File: config.mk
export PLATFORM = sky130hd
export DESIGN_NAME = rv32_mem_arbiter_flat
export DESIGN_NICKNAME = d
export VERILOG_FILES = /design/src/rtl/rv32_mem_arbiter_if.sv /design/src/rtl/rv32_mem_arbiter.sv /design/src/flat_wrapper.sv
export SDC_FILE = /design/constraint.sdc
export NUM_CORES = 1
export LEC_CHECK = 0
export CAP_MARGIN = 0
export CORE_AREA = 5 5 105 107
export CTS_CLUSTER_DIAMETER = 50
export DETAILED_ROUTE_END_ITERATION = 8
export DIE_AREA = 0 0 110 112
export PLACE_DENSITY_LB_ADDON = 0.08
export SYNTH_ARGS = -nofsm -noshare
export SYNTH_HDL_FRONTEND = slang
export SYNTH_SLANG_ARGS = --single-unit
export TNS_END_PERCENT = 1
File: constraint.sdc
create_clock -name clk -period 2.5 [get_ports clk]
set_input_delay 0.5 -clock clk [delete_from_list [all_inputs] [get_ports clk]]
set_output_delay 0.5 -clock clk [all_outputs]
set_load 0.03 [all_outputs]
File: src/rtl/rv32_mem_arbiter_if.sv
// Bus bundle between the rv32i core's two memory ports and a shared memory.
//   i*  : instruction port (read-only): iaddress, iread -> ireaddata, iwaitrequest
//   d*  : data port (read/write): daddress, dread, dwrite, dwritedata, dbyteenable
//         -> dreaddata, dwaitrequest
//   m*  : shared memory side: maddress, mread, mwrite, mwritedata, mbyteenable
//         <- mreaddata, mwaitrequest
// slave modport is the arbiter's view; master modport is the environment's
// view (requesters plus memory).
interface rv32_mem_arbiter_if;
  logic [31:0] iaddress;
  logic        iread;
  logic [31:0] ireaddata;
  logic        iwaitrequest;

  logic [31:0] daddress;
  logic        dwrite;
  logic [31:0] dwritedata;
  logic [3:0]  dbyteenable;
  logic        dread;
  logic [31:0] dreaddata;
  logic        dwaitrequest;

  logic [31:0] maddress;
  logic        mwrite;
  logic [31:0] mwritedata;
  logic [3:0]  mbyteenable;
  logic        mread;
  logic [31:0] mreaddata;
  logic        mwaitrequest;

  modport slave (
    input  iaddress, iread, daddress, dwrite, dwritedata, dbyteenable, dread,
           mreaddata, mwaitrequest,
    output ireaddata, iwaitrequest, dreaddata, dwaitrequest,
           maddress, mwrite, mwritedata, mbyteenable, mread
  );

  modport master (
    output iaddress, iread, daddress, dwrite, dwritedata, dbyteenable, dread,
           mreaddata, mwaitrequest,
    input  ireaddata, iwaitrequest, dreaddata, dwaitrequest,
           maddress, mwrite, mwritedata, mbyteenable, mread
  );
endinterface

File: src/rtl/rv32_mem_arbiter.sv
// Two-requester arbiter sharing one waitrequest-style memory between the
// instruction port (read-only) and the data port (read/write).
// Data has priority; after STARVE_LIMIT consecutive completed data transfers
// with iread pending, instruction wins the next arbitration. A grant stalled
// by mwaitrequest is locked until the transfer completes or the owner drops
// its strobe. Grant muxing is combinational, so there is no added latency.
// Ports:
//   clk       : clock, rising edge
//   reset     : asynchronous, active-high
//   bus       : rv32_mem_arbiter_if.slave (instruction, data and memory buses)
//   arb_owner : current owner, 0 = none, 1 = instr, 2 = data
module rv32_mem_arbiter #(
  parameter int unsigned STARVE_LIMIT = 4  // 1..15
) (
  input  logic                     clk,
  input  logic                     reset,
  rv32_mem_arbiter_if.slave        bus,
  output logic [1:0]               arb_owner
);

  localparam logic [3:0] Limit = 4'(STARVE_LIMIT);

  typedef enum logic [1:0] {StArb, StLockI, StLockD} state_e;

  state_e     state_q, state_d;
  logic [3:0] scnt_q, scnt_d;

  logic dreq;
  logic gnt_i, gnt_d;
  logic strobe, done;

  assign dreq = bus.dread | bus.dwrite;

  // Grant: locked side while locked, otherwise priority arbitration.
  always_comb begin
    gnt_i = 1'b0;
    gnt_d = 1'b0;
    unique case (state_q)
      StLockI: gnt_i = 1'b1;
      StLockD: gnt_d = 1'b1;
      default: begin
        gnt_d = dreq & ~(bus.iread & (scnt_q == Limit));
        gnt_i = ~gnt_d & bus.iread;
      end
    endcase
  end

  // Owner's strobe and whether its transfer completes this cycle.
  assign strobe = (gnt_i & bus.iread) | (gnt_d & dreq);
  assign done   = strobe & ~bus.mwaitrequest;

  // Memory-side mux and requester stalls.
  always_comb begin
    bus.maddress     = bus.daddress;
    bus.mwritedata   = bus.dwritedata;
    bus.mbyteenable  = bus.dbyteenable;
    bus.mread        = 1'b0;
    bus.mwrite       = 1'b0;
    bus.iwaitrequest = 1'b1;
    bus.dwaitrequest = 1'b1;
    arb_owner        = 2'd0;
    if (gnt_d) begin
      bus.mread        = bus.dread;
      bus.mwrite       = bus.dwrite;
      bus.dwaitrequest = bus.mwaitrequest;
      arb_owner        = 2'd2;
    end else if (gnt_i) begin
      bus.maddress     = bus.iaddress;
      bus.mbyteenable  = 4'hF;  // instruction fetch is always a full word
      bus.mread        = bus.iread;
      bus.iwaitrequest = bus.mwaitrequest;
      arb_owner        = 2'd1;
    end
  end

  assign bus.ireaddata = bus.mreaddata;
  assign bus.dreaddata = bus.mreaddata;

  // Next state: lock while a started transfer stalls; release on completion
  // or when the owner withdraws its strobe.
  always_comb begin
    state_d = state_q;
    unique case (state_q)
      StArb: begin
        if (strobe && bus.mwaitrequest) begin
          state_d = gnt_d ? StLockD : StLockI;
        end
      end
      StLockI, StLockD: begin
        if (!strobe || done) begin
          state_d = StArb;
        end
      end
      default: state_d = StArb;
    endcase
  end

  // Starvation counter: counts completed data transfers while iread waits.
  always_comb begin
    scnt_d = scnt_q;
    if (!bus.iread) begin
      scnt_d = 4'd0;
    end else if (done && gnt_i) begin
      scnt_d = 4'd0;
    end else if (done && gnt_d && (scnt_q < Limit)) begin
      scnt_d = scnt_q + 4'd1;
    end
  end

  always_ff @(posedge clk or posedge reset) begin
    if (reset) begin
      state_q <= StArb;
      scnt_q  <= 4'd0;
    end else begin
      state_q <= state_d;
      scnt_q  <= scnt_d;
    end
  end

endmodule

File: src/flat_wrapper.sv
// flat-port wrapper written by rule: the top's interface ports become plain ports
module rv32_mem_arbiter_flat 
#(
  parameter int unsigned STARVE_LIMIT = 4          
)
  (clk, reset, arb_owner, bus_iaddress, bus_iread, bus_daddress, bus_dwrite, bus_dwritedata, bus_dbyteenable, bus_dread, bus_mreaddata, bus_mwaitrequest, bus_ireaddata, bus_iwaitrequest, bus_dreaddata, bus_dwaitrequest, bus_maddress, bus_mwrite, bus_mwritedata, bus_mbyteenable, bus_mread);
  rv32_mem_arbiter_if bus_i ();
  input  logic clk;
  input  logic reset;
  output logic [1:0] arb_owner;
  input wire logic [$bits(bus_i.iaddress)-1:0] bus_iaddress;
  input wire logic [$bits(bus_i.iread)-1:0] bus_iread;
  input wire logic [$bits(bus_i.daddress)-1:0] bus_daddress;
  input wire logic [$bits(bus_i.dwrite)-1:0] bus_dwrite;
  input wire logic [$bits(bus_i.dwritedata)-1:0] bus_dwritedata;
  input wire logic [$bits(bus_i.dbyteenable)-1:0] bus_dbyteenable;
  input wire logic [$bits(bus_i.dread)-1:0] bus_dread;
  input wire logic [$bits(bus_i.mreaddata)-1:0] bus_mreaddata;
  input wire logic [$bits(bus_i.mwaitrequest)-1:0] bus_mwaitrequest;
  output wire logic [$bits(bus_i.ireaddata)-1:0] bus_ireaddata;
  output wire logic [$bits(bus_i.iwaitrequest)-1:0] bus_iwaitrequest;
  output wire logic [$bits(bus_i.dreaddata)-1:0] bus_dreaddata;
  output wire logic [$bits(bus_i.dwaitrequest)-1:0] bus_dwaitrequest;
  output wire logic [$bits(bus_i.maddress)-1:0] bus_maddress;
  output wire logic [$bits(bus_i.mwrite)-1:0] bus_mwrite;
  output wire logic [$bits(bus_i.mwritedata)-1:0] bus_mwritedata;
  output wire logic [$bits(bus_i.mbyteenable)-1:0] bus_mbyteenable;
  output wire logic [$bits(bus_i.mread)-1:0] bus_mread;
  assign bus_i.iaddress = bus_iaddress;
  assign bus_i.iread = bus_iread;
  assign bus_i.daddress = bus_daddress;
  assign bus_i.dwrite = bus_dwrite;
  assign bus_i.dwritedata = bus_dwritedata;
  assign bus_i.dbyteenable = bus_dbyteenable;
  assign bus_i.dread = bus_dread;
  assign bus_i.mreaddata = bus_mreaddata;
  assign bus_i.mwaitrequest = bus_mwaitrequest;
  assign bus_ireaddata = bus_i.ireaddata;
  assign bus_iwaitrequest = bus_i.iwaitrequest;
  assign bus_dreaddata = bus_i.dreaddata;
  assign bus_dwaitrequest = bus_i.dwaitrequest;
  assign bus_maddress = bus_i.maddress;
  assign bus_mwrite = bus_i.mwrite;
  assign bus_mwritedata = bus_i.mwritedata;
  assign bus_mbyteenable = bus_i.mbyteenable;
  assign bus_mread = bus_i.mread;
  rv32_mem_arbiter #(.STARVE_LIMIT(STARVE_LIMIT)) u_core (.clk(clk), .reset(reset), .bus(bus_i), .arb_owner(arb_owner));
endmodule
==> impl_metrics.env <==
export IMPL_outcome="finished, violations left"
export IMPL_violations="negative setup slack"
export IMPL_synth_area_leader_cell="buf_4"
export IMPL_relSlewSlack_pct=74.6
export IMPL_min_path_type="input pin to asynchronous set/reset pin"
export IMPL_wire_per_inst_microns=16.9
export IMPL_min_period_over_period_pct=106
export IMPL_grt_pass1_vias=1529
export IMPL_clock_tree_root_cell="clkbuf_8"
export IMPL_synth_net_count=340
export IMPL_powerDensity_mw_per_mm2=791
export IMPL_finClkSkew_ps=3.58
export IMPL_netSwitchingFraction_pct=42.8
export IMPL_maxSlewViolCount=0
export IMPL_detailedRoute_firstPassIterationCount=2
export IMPL_fillers=1076
export IMPL_clk_pin_slew_ps=40
export IMPL_fin_hold_ws_ps=513
export IMPL_layout_cells_non_filler=375
export IMPL_ys_ff_latch=6
export IMPL_rsz0062_at_grt="yes"
export IMPL_clockBufferDepth=2
export IMPL_drt_iter0_drc=21
export IMPL_syn_avg_cell_area_sq_um=9.23
export IMPL_worst_pin_slew_ps=378
export IMPL_place_inst=369
export IMPL_pwr_share_seq_pct=6.0
export IMPL_die_area_sq_mm=0.0123
export IMPL_antenna_found_initial=0
export IMPL_tritoncts="built"
export IMPL_pwr_share_clk_pct=6.6
export IMPL_dp_slack_ps=-771
export IMPL_synth_cell_type_count=37
export IMPL_pwr_share_comb_pct=87.4
export IMPL_leakagePower_uw=0.00127
export IMPL_cts_sinks=6
export IMPL_row_count=37
export IMPL_path_class="flip-flop to output port"
export IMPL_cap_violations=0
export IMPL_synth_top_area_share_pct=40.1
export IMPL_cp_end_kind="output port"
export IMPL_p_switching_uw=929
export IMPL_ctsHoldBuffers=0
export IMPL_crit_fanout=8
export IMPL_required_ps=2000
export IMPL_final_area_sq_mm=0.00274
export IMPL_routed_via_count=1411
export IMPL_post_dp_hpwl_microns=5410
export IMPL_synth_edf_count=0
export IMPL_die_y_microns=112
export IMPL_ant_nets=0
export IMPL_synth_area_leaders="buf_4 (40%), mux2_4 (21%), dfrtp_1 (8.3%)"
export IMPL_gp_congestion=0.650
export IMPL_hold_violations=0
export IMPL_core_sq_mm=0.0100
export IMPL_synth_cells=197
export IMPL_io_buffers=115
export IMPL_tns_ps=-3530
export IMPL_synth_common_cells="buf_4 (97), mux2_4 (25), inv_1 (7), mux2_2 (7), dfrtp_1 (6)"
export IMPL_period_minus_slack_ps=2660
export IMPL_gr_total_overflow=0
export IMPL_cts_buffers=3
export IMPL_max_freq_ghz=0.376
export IMPL_wirelength_microns=6350
export IMPL_clk_latency_ps=220
export IMPL_start_kind="flip-flop"
export IMPL_cts_htree_levels=1
export IMPL_start_util_pct=18.1
export IMPL_viasPerCell=3.76
export IMPL_worstPathArrival_ps=2160
export IMPL_ir_worst_vdd_mv=0.270
export IMPL_die_x_microns=110
export IMPL_drc_errors=0
export IMPL_ioPinCount=276
export IMPL_finalNetCount=384
export IMPL_yosysMostFrequentCell="buf_4"
export IMPL_yosys_warnings=0
export IMPL_synth_cell_area_sq_mm=0.00182
export IMPL_syn2layout_area_growth_pct=50.9
export IMPL_dpl_instance_area_sq_mm=0.00252
export IMPL_synth_ff_type="dfrtp_1"
export IMPL_p_int_uw=1240
export IMPL_grt_usage_pct=9.14
export IMPL_grt_max_degree=10
export IMPL_async_reset_ff_share_pct=100
export IMPL_grt_pass1_wl_microns=8790
export IMPL_finalWorstSetupSlack_ps=-158
export IMPL_synth_seq_area_share_pct=8.26
export IMPL_layout_drive_gt1_share_pct=49.0
export IMPL_finalSetupViolations=27
export IMPL_antennaDiodeCount=0
==> final timing paths <==
check                                   from                end  slack, ps  cells after the start
min reg2reg                 u_core.scnt_q[2]   u_core.scnt_q[2]        560                      2
min in group clk            u_core.scnt_q[2]   u_core.scnt_q[2]        560                      2
max in group asynchronous              reset   u_core.scnt_q[0]       1780                      2
max reg2reg                u_core.state_q[0]   u_core.scnt_q[0]        510                      7
max                         u_core.scnt_q[1]   bus_maddress[26]       -160                      8
min                                    reset  u_core.state_q[0]        510                      2
==> power by group through the flow <==
stage,Sequential (uW),Combinational (uW),Clock (uW)
floorplan,134,1350,0
global placement,130,1770,0
detailed placement,130,1750,0
CTS,130,1970,148
global route,133,2020,156
finish,130,1900,144
==> per-layer routing <==
| layer | part of all wire [%] | track usage, % |
|---|---|---|
| met5 | 0 | 0 |
| met4 | 0.87 | 1.83 |
| met3 | 17 | 5.39 |
| met2 | 50 | 17.0 |
| met1 | 32 | 8.46 |
==> registers in the layout, indices dropped and copies added (netlist names) <==
register	cells
u_core.scnt_q	4
u_core.state_q	2
==> area by class of cell <==
cell class,instances,area [sq um],area share [%]
timing repair buffer,142,1470,53.7
multi-input combinational,80,880,32.1
tap,136,170,6.20
sequential,6,150,5.47
clock buffer,3,41.3,1.50
inverter,8,30.0,1.09
==> placed cells by master, fill, tap and decap left out, types with 2 or more instances in the layout <==
master,netlist,routed
buf_6,2,22
dfrtp_1,6,6
mux2i_1,2,2
clkdlybuf4s50_1,0,70
nand2_1,5,4
mux2_4,25,32
clkbuf_8,0,3
nor2_1,3,2
ha_1,5,2
a22o_1,3,2
buf_12,3,7
nor3_1,3,3
inv_2,1,3
clkdlybuf4s15_2,0,13
nand2b_1,4,4
nor2b_1,2,2
dlygate4sd2_1,0,2
ha_2,0,2
inv_1,7,5
buf_4,97,26
o31ai_1,2,2
==> cell families (layout without fill, tap and decap cells) <==
kind of cell               count (synthesis)  after routing  share of synthesized area (%)
AOI/OAI and AO/OA                         16             16                           7.71
adders and majority gates                  5              5                           3.44
buffers and inverters                    111            153                           46.5
DFF                                        6              6                           8.26
muxes                                     34             34                           26.1
and+or+nand+nor                           25             25                           7.98
==> timing repair <==
| item | 4_1_cts | 5_1_grt |
|---|---|---|
| endpoints found under the setup margin | 40 | 38 |
| buffers inserted | 3 | 0 |
| pin swaps | 4 | 1 |
| cloned | 1 | 0 |
| resized for setup | 118 | 3 |
==> worst max-delay path: stages, from the launching register on <==
cell and delay (ps):
dfrtp_1 330, inv_1 50, ha_2 170, and4b_4 200, o31ai_4 250, or2_4 200, buf_6 160, mux2_4 310
clkdlybuf4s15_2 280
==> stage by stage <==
stage                     total power [uW]  utilization (%)
after global routing                  2310             27.3
after detailed placement              1880             25.1
after floorplan                       1480                -
after global placement                1900             25.1
after CTS                             2250             27.5
final                                 2170             27.3
Power figures use the tool's default switching activity.
